[config.mk]
export PLATFORM = sky130hd
export DESIGN_NAME = timex_fdd_port
export DESIGN_NICKNAME = d
export VERILOG_FILES = /design/src/rtl/timex_fdd_port.sv
export SDC_FILE = /design/constraint.sdc
export NUM_CORES = 1
export LEC_CHECK = 0
export CAP_MARGIN = 25
export CORE_MARGIN = 1
export CORE_UTILIZATION = 49
export CTS_CLUSTER_SIZE = 16
export DETAILED_ROUTE_END_ITERATION = 6
export PLACE_DENSITY = 0.85
export SYNTH_ARGS = -nofsm -noshare
export SYNTH_HDL_FRONTEND = slang
export SYNTH_SLANG_ARGS = --single-unit
[constraint.sdc]
create_clock -name CLK -period 2.05 [get_ports CLK]
set_input_delay 0.3075 -clock CLK [delete_from_list [all_inputs] [get_ports CLK]]
set_output_delay 0.3075 -clock CLK [all_outputs]
set_load 0.01 [all_outputs]
[src/rtl/timex_fdd_port.sv]
`default_nettype none
// timex_fdd_port: port 0x3F drive-control register with a motor hold-off timer
// and a synchronized, read-stable status byte for the Timex FDD interface CPLD.
module timex_fdd_port #(
  parameter int MOTOR_HOLD = 48000000,
  parameter int CNT_W      = 26
) (
  input  logic       CLK,
  input  logic       RESET,
  input  logic       LS273,
  input  logic       nLS244,
  input  logic [7:0] D_IN,
  output logic [7:0] D_OUT,
  output logic       D_OE,
  input  logic       INDEX,
  input  logic       TRK0,
  input  logic       WPROT,
  input  logic       RDY,
  input  logic       FDC_INT,
  output logic       DS0,
  output logic       DS1,
  output logic       SIDE,
  output logic       DENSITY,
  output logic       FDC_RESET,
  output logic       MOTOR
);

  localparam logic [1:0] M_OFF  = 2'd0;
  localparam logic [1:0] M_ON   = 2'd1;
  localparam logic [1:0] M_HOLD = 2'd2;

  localparam logic [CNT_W-1:0] HOLD_LOAD = CNT_W'(MOTOR_HOLD - 1);
  localparam logic [CNT_W-1:0] CNT_ONE   = CNT_W'(1);

  logic             ws_meta;
  logic             ws;
  logic             ws_last;
  logic             rd_meta;
  logic             rd_sync_n;
  logic             rs;
  logic             rs_last;
  logic [4:0]       st_meta;
  logic [4:0]       st_sync;
  logic             idx_last;
  logic [7:0]       ctrl;
  logic             fresh;
  logic [1:0]       motor_state;
  logic [CNT_W-1:0] motor_cnt;
  logic             idx_flag;
  logic [7:0]       status_snap;

  logic capture;
  logic rs_fall;
  logic idx_rise;
  logic req_next;
  logic unused_ctrl_bits;

  always_ff @(posedge CLK) begin
    if (RESET) begin
      ws_meta   <= 1'b0;
      ws        <= 1'b0;
      ws_last   <= 1'b0;
      rd_meta   <= 1'b1;
      rd_sync_n <= 1'b1;
      rs_last   <= 1'b0;
      st_meta   <= '0;
      st_sync   <= '0;
      idx_last  <= 1'b0;
    end else begin
      ws_meta   <= LS273;
      ws        <= ws_meta;
      ws_last   <= ws;
      rd_meta   <= nLS244;
      rd_sync_n <= rd_meta;
      rs_last   <= rs;
      st_meta   <= {FDC_INT, RDY, WPROT, TRK0, INDEX};
      st_sync   <= st_meta;
      idx_last  <= st_sync[0];
    end
  end

  assign rs       = ~rd_sync_n;
  assign capture  = ws & ~ws_last;
  assign rs_fall  = rs_last & ~rs;
  assign idx_rise = st_sync[0] & ~idx_last;

  // The motor FSM looks at the value being written so it reacts on the
  // capture edge itself; on-time after a clearing write is then MOTOR_HOLD.
  assign req_next = capture ? D_IN[3] : ctrl[3];

  // 'fresh' keeps the controller in reset from power-up until the first write.
  always_ff @(posedge CLK) begin
    if (RESET) begin
      ctrl  <= '0;
      fresh <= 1'b1;
    end else if (capture) begin
      ctrl  <= D_IN;
      fresh <= 1'b0;
    end
  end

  always_ff @(posedge CLK) begin
    if (RESET) begin
      motor_state <= M_OFF;
      motor_cnt   <= '0;
    end else begin
      case (motor_state)
        M_OFF: begin
          if (req_next) motor_state <= M_ON;
        end
        M_ON: begin
          if (!req_next) begin
            motor_state <= M_HOLD;
            motor_cnt   <= HOLD_LOAD;
          end
        end
        M_HOLD: begin
          if (req_next) begin
            motor_state <= M_ON;
          end else if (motor_cnt == '0) begin
            motor_state <= M_OFF;
          end else begin
            motor_cnt <= motor_cnt - CNT_ONE;
          end
        end
        default: motor_state <= M_OFF;
      endcase
    end
  end

  // Set has priority so an index pulse landing on the end of a read survives.
  always_ff @(posedge CLK) begin
    if (RESET) begin
      idx_flag    <= 1'b0;
      status_snap <= '0;
    end else begin
      if (idx_rise) begin
        idx_flag <= 1'b1;
      end else if (rs_fall) begin
        idx_flag <= 1'b0;
      end
      if (!rs) begin
        status_snap <= {1'b0, idx_flag, MOTOR, st_sync};
      end
    end
  end

  assign MOTOR     = (motor_state != M_OFF);
  assign DS0       = ctrl[0];
  assign DS1       = ctrl[1];
  assign SIDE      = ctrl[2];
  assign FDC_RESET = ctrl[4] | fresh;
  assign DENSITY   = ctrl[5];
  assign D_OUT     = status_snap;
  assign D_OE      = ~nLS244;

  assign unused_ctrl_bits = &{1'b0, ctrl[7:6]};

endmodule

`default_nettype wire

==> flow_metrics.env <==
export IMPL_synth_seq_cells=60
export IMPL_worst_skew_pair_late_latency_ns=0.34
export IMPL_pwr_share_clk=0.359
export IMPL_p_int_uw=2080
export IMPL_synth_xor_area_frac=0.00676
export IMPL_clockBufferDepth=2
export IMPL_remaining_drc_errors=0
export IMPL_drv_cap=0
export IMPL_status="finished, violations left"
export IMPL_worstSetupStartpointType="flip-flop"
export IMPL_cpPeakStageDelay_ns=0.54
export IMPL_nFillCells=401
export IMPL_critPathCaptureType="flip-flop"
export IMPL_maxSlewHeadroom=0.631
export IMPL_hold_path_class="in -> reg"
export IMPL_setup_worst_path_start="motor_cnt[19]$_SDFFE_PP0P_"
export IMPL_dpl_worst_slack_ns=-0.299
export IMPL_ir_drop_mv=0.488
export IMPL_syn_to_final_growth_pct=35.4
export IMPL_synth_compound_area_frac=0.190
export IMPL_synth_area_mm2=0.00259
export IMPL_regArea_mm2=0.00121
export IMPL_rsz0062_at_grt="true"
export IMPL_endpoint="motor_cnt[8]$_SDFFE_PP0P_"
export IMPL_final_area_mm2=0.00351
export IMPL_synth_fa_ha_area_frac=0.00483
export IMPL_die_w_um=74.7
export IMPL_r2r_start="motor_cnt[19]$_SDFFE_PP0P_"
export IMPL_cp_required_ns=2.26
export IMPL_fp_row_count=26
export IMPL_min_period_ns=2.16
export IMPL_htree_num_levels=3
export IMPL_p_sw_uw=859
export IMPL_postSynth_asyncResetShare=0
export IMPL_synth_top_family_by_area="simple AND/OR/NAND/NOR gates"
export IMPL_yosysWarnings=0
export IMPL_worst_ep_arrival_time_ns=2.37
export IMPL_fin_util=0.687
export IMPL_path_clk_slew_ns=0.07
export IMPL_multiInputGateArea_mm2=0.00140
export IMPL_crit_chain="or4_4, or4_4, o311ai_4, buf_4, xor2_1, a21oi_1"
export IMPL_numCtsBuffers=9
export IMPL_crit_fanout=3
export IMPL_synth_simple_area_share=0.267
export IMPL_dp_hpwl_um=4070
export IMPL_die_h_um=74.7
export IMPL_holdBufCountCts=0
export IMPL_dp_cells=385
export IMPL_drt_iter0_markers=113
export IMPL_yosysSeqAreaShare=0.464
export IMPL_synthCells=265
export IMPL_drive_above_1_share=0.291
export IMPL_grt_max_degree=22
export IMPL_antenna_found_initial=0
export IMPL_synth_edff_count=0
export IMPL_grt_pass1_wl_um=9430
export IMPL_synth_flop_cell="dfxtp_1"
export IMPL_hold_viol_final=0
export IMPL_worst_slack_ns=-0.114
export IMPL_crit_type="reg -> reg"
export IMPL_ys_types=53
export IMPL_critPathMostFrequentCell="or4_4"
export IMPL_power_density_mw_per_mm2=839
export IMPL_antennaDiodeCount=0
export IMPL_layout_commonest_cell="dfxtp_1"
export IMPL_ant_nets=0
export IMPL_layout_common_cells="dfxtp_1 (56), buf_4 (41), clkdlybuf4s50_1 (27), nor2_1 (17), nor2b_1 (17)"
export IMPL_post_route_period_util=1.06
export IMPL_dpl_instance_area_mm2=0.00314
export IMPL_violations="negative setup slack"
export IMPL_rr_worst_depth=6
export IMPL_coreArea_mm2=0.00511
export IMPL_port_buffers=28
export IMPL_fin_cells=407
export IMPL_wirelength_um=6290
export IMPL_maxSlewViolCount=0
export IMPL_fmax_ghz=0.462
export IMPL_grt_overflow_total=0
export IMPL_fin_worst_skew_ns=0.00689
export IMPL_crit_slowest_cell="or4_4"
export IMPL_syn_nets=283
export IMPL_cts_tree="done"
export IMPL_tightest_slew_ns=0.552
export IMPL_start_util=0.507
export IMPL_cts_root_buf="clkbuf_8"
export IMPL_avgSynthCellArea_um2=9.77
export IMPL_routabilityCongestion=0.811
export IMPL_vias_per_cell=5.63
export IMPL_pwr_share_comb=0.212
export IMPL_setup_viol=9
export IMPL_timing_rr_end="motor_cnt[8]$_SDFFE_PP0P_"
export IMPL_leakagePower_uw=0.00137
export IMPL_holdWs_ns=0.337
export IMPL_grt_usage=0.223
export IMPL_clkSinkCount=60
export IMPL_ff2ff_setup_slack_ns=-0.11
export IMPL_die_area_mm2=0.00558
export IMPL_cp_depth=6
export IMPL_dr_pass1_iters=4
export IMPL_min_path_cells=2
export IMPL_first_global_vias=2244
export IMPL_cp_buffers_inverters=1
export IMPL_muxShareOfSynthArea=0.0232
export IMPL_wl_per_cell_um=15.5
export IMPL_share_seq_of_total_power=0.429
export IMPL_worst_path_dominant_cell_family="simple AND/OR/NAND/NOR gates"
export IMPL_nNetsFinal=350
export IMPL_dr_total_vias=2291
export IMPL_p_sw_frac=0.292
export IMPL_ios=32
## layer usage
metal	vias to the layer above	share of wire	global-route usage
li1	1125	-	-
met1	1072	0.39	0.247
met2	75	0.53	0.403
met3	19	0.054	0.0602
met4	0	0.026	0.0922
met5	-	0	0
## registers in the layout, summed over array words and instances (netlist names), 2 cells and up
register,flops
st_sync,5
D_OUT,7
motor_cnt,26
motor_state,2
st_meta,5
ctrl,6
## worst min-delay path by stage
stage / from / end
2_1_floorplan: rd_meta$_SDFF_PP1_ / rd_sync_n$_SDFF_PP1_
3_3_place_gp: rd_meta$_SDFF_PP1_ / rd_sync_n$_SDFF_PP1_
3_5_place_dp: rd_meta$_SDFF_PP1_ / rd_sync_n$_SDFF_PP1_
4_1_cts: RESET / D_OUT[2]$_SDFFE_PP0P_
5_1_grt: RESET / D_OUT[2]$_SDFFE_PP0P_
6_report: RESET / D_OUT[2]$_SDFFE_PP0P_
## cell type report
class | instances | share of cell area
Tap cell | 70 | 0.0250
Clock inverter | 7 | 0.0214
Timing Repair Buffer | 70 | 0.169
Sequential cell | 60 | 0.344
Inverter | 6 | 0.00642
Multi-Input combinational cell | 185 | 0.399
Clock buffer | 9 | 0.0353
## cell usage after synthesis (2+ instances only)
cell,instances,share of area
a211oi_1,6,0.017
a21boi_0,2,0.0058
a21boi_1,4,0.012
a21o_1,3,0.0087
a21oi_1,10,0.019
a311oi_1,10,0.034
a31oi_1,9,0.022
and4_1,2,0.0068
buf_2,2,0.0039
buf_4,2,0.0058
buf_6,3,0.013
clkbuf_1,6,0.0087
dfxtp_1,60,0.46
inv_1,6,0.0087
mux2i_1,6,0.023
nand2_1,15,0.022
nand2b_1,2,0.0048
nand3_1,3,0.0058
nor2_1,18,0.026
nor2b_1,17,0.041
nor3_1,9,0.017
nor3_4,2,0.013
nor4_1,2,0.0048
o21ai_0,5,0.0097
o31ai_1,8,0.023
or2_2,5,0.012
or3_1,9,0.022
or4_1,12,0.035
or4_4,3,0.013
## power by group through the flow
stage	sequential [uW]	combinational, uW	clock (uW)
2_1_floorplan	1280	355	0
3_3_place_gp	1280	502	0
3_5_place_dp	1280	517	0
4_1_cts	1260	545	1070
5_1_grt	1270	672	1130
6_report	1260	623	1060
## cell families after synthesis
family / Yosys count
flops: 60
other cells: 1
fa+ha+maj: 1
compound gates: 64
mux: 6
simple gates: 111
buf+inv: 20
xor+xnor: 2
## stage by stage
stage | power (uW) | setup TNS (ns)
finish | 2940 | -0.492
global route | 3080 | -1.99
CTS | 2880 | -0.309
detailed placement | 1800 | -4.15
global placement | 1780 | -2.53
floorplan | 1630 | 0
## repair_timing
item,in CTS,in global routing
pin swaps,7,9
setup endpoints to repair,10,27
buffers inserted,4,3
cloned,0,0
gates resized for setup,9,19
Note: power is estimated with default switching activity, not from simulation.
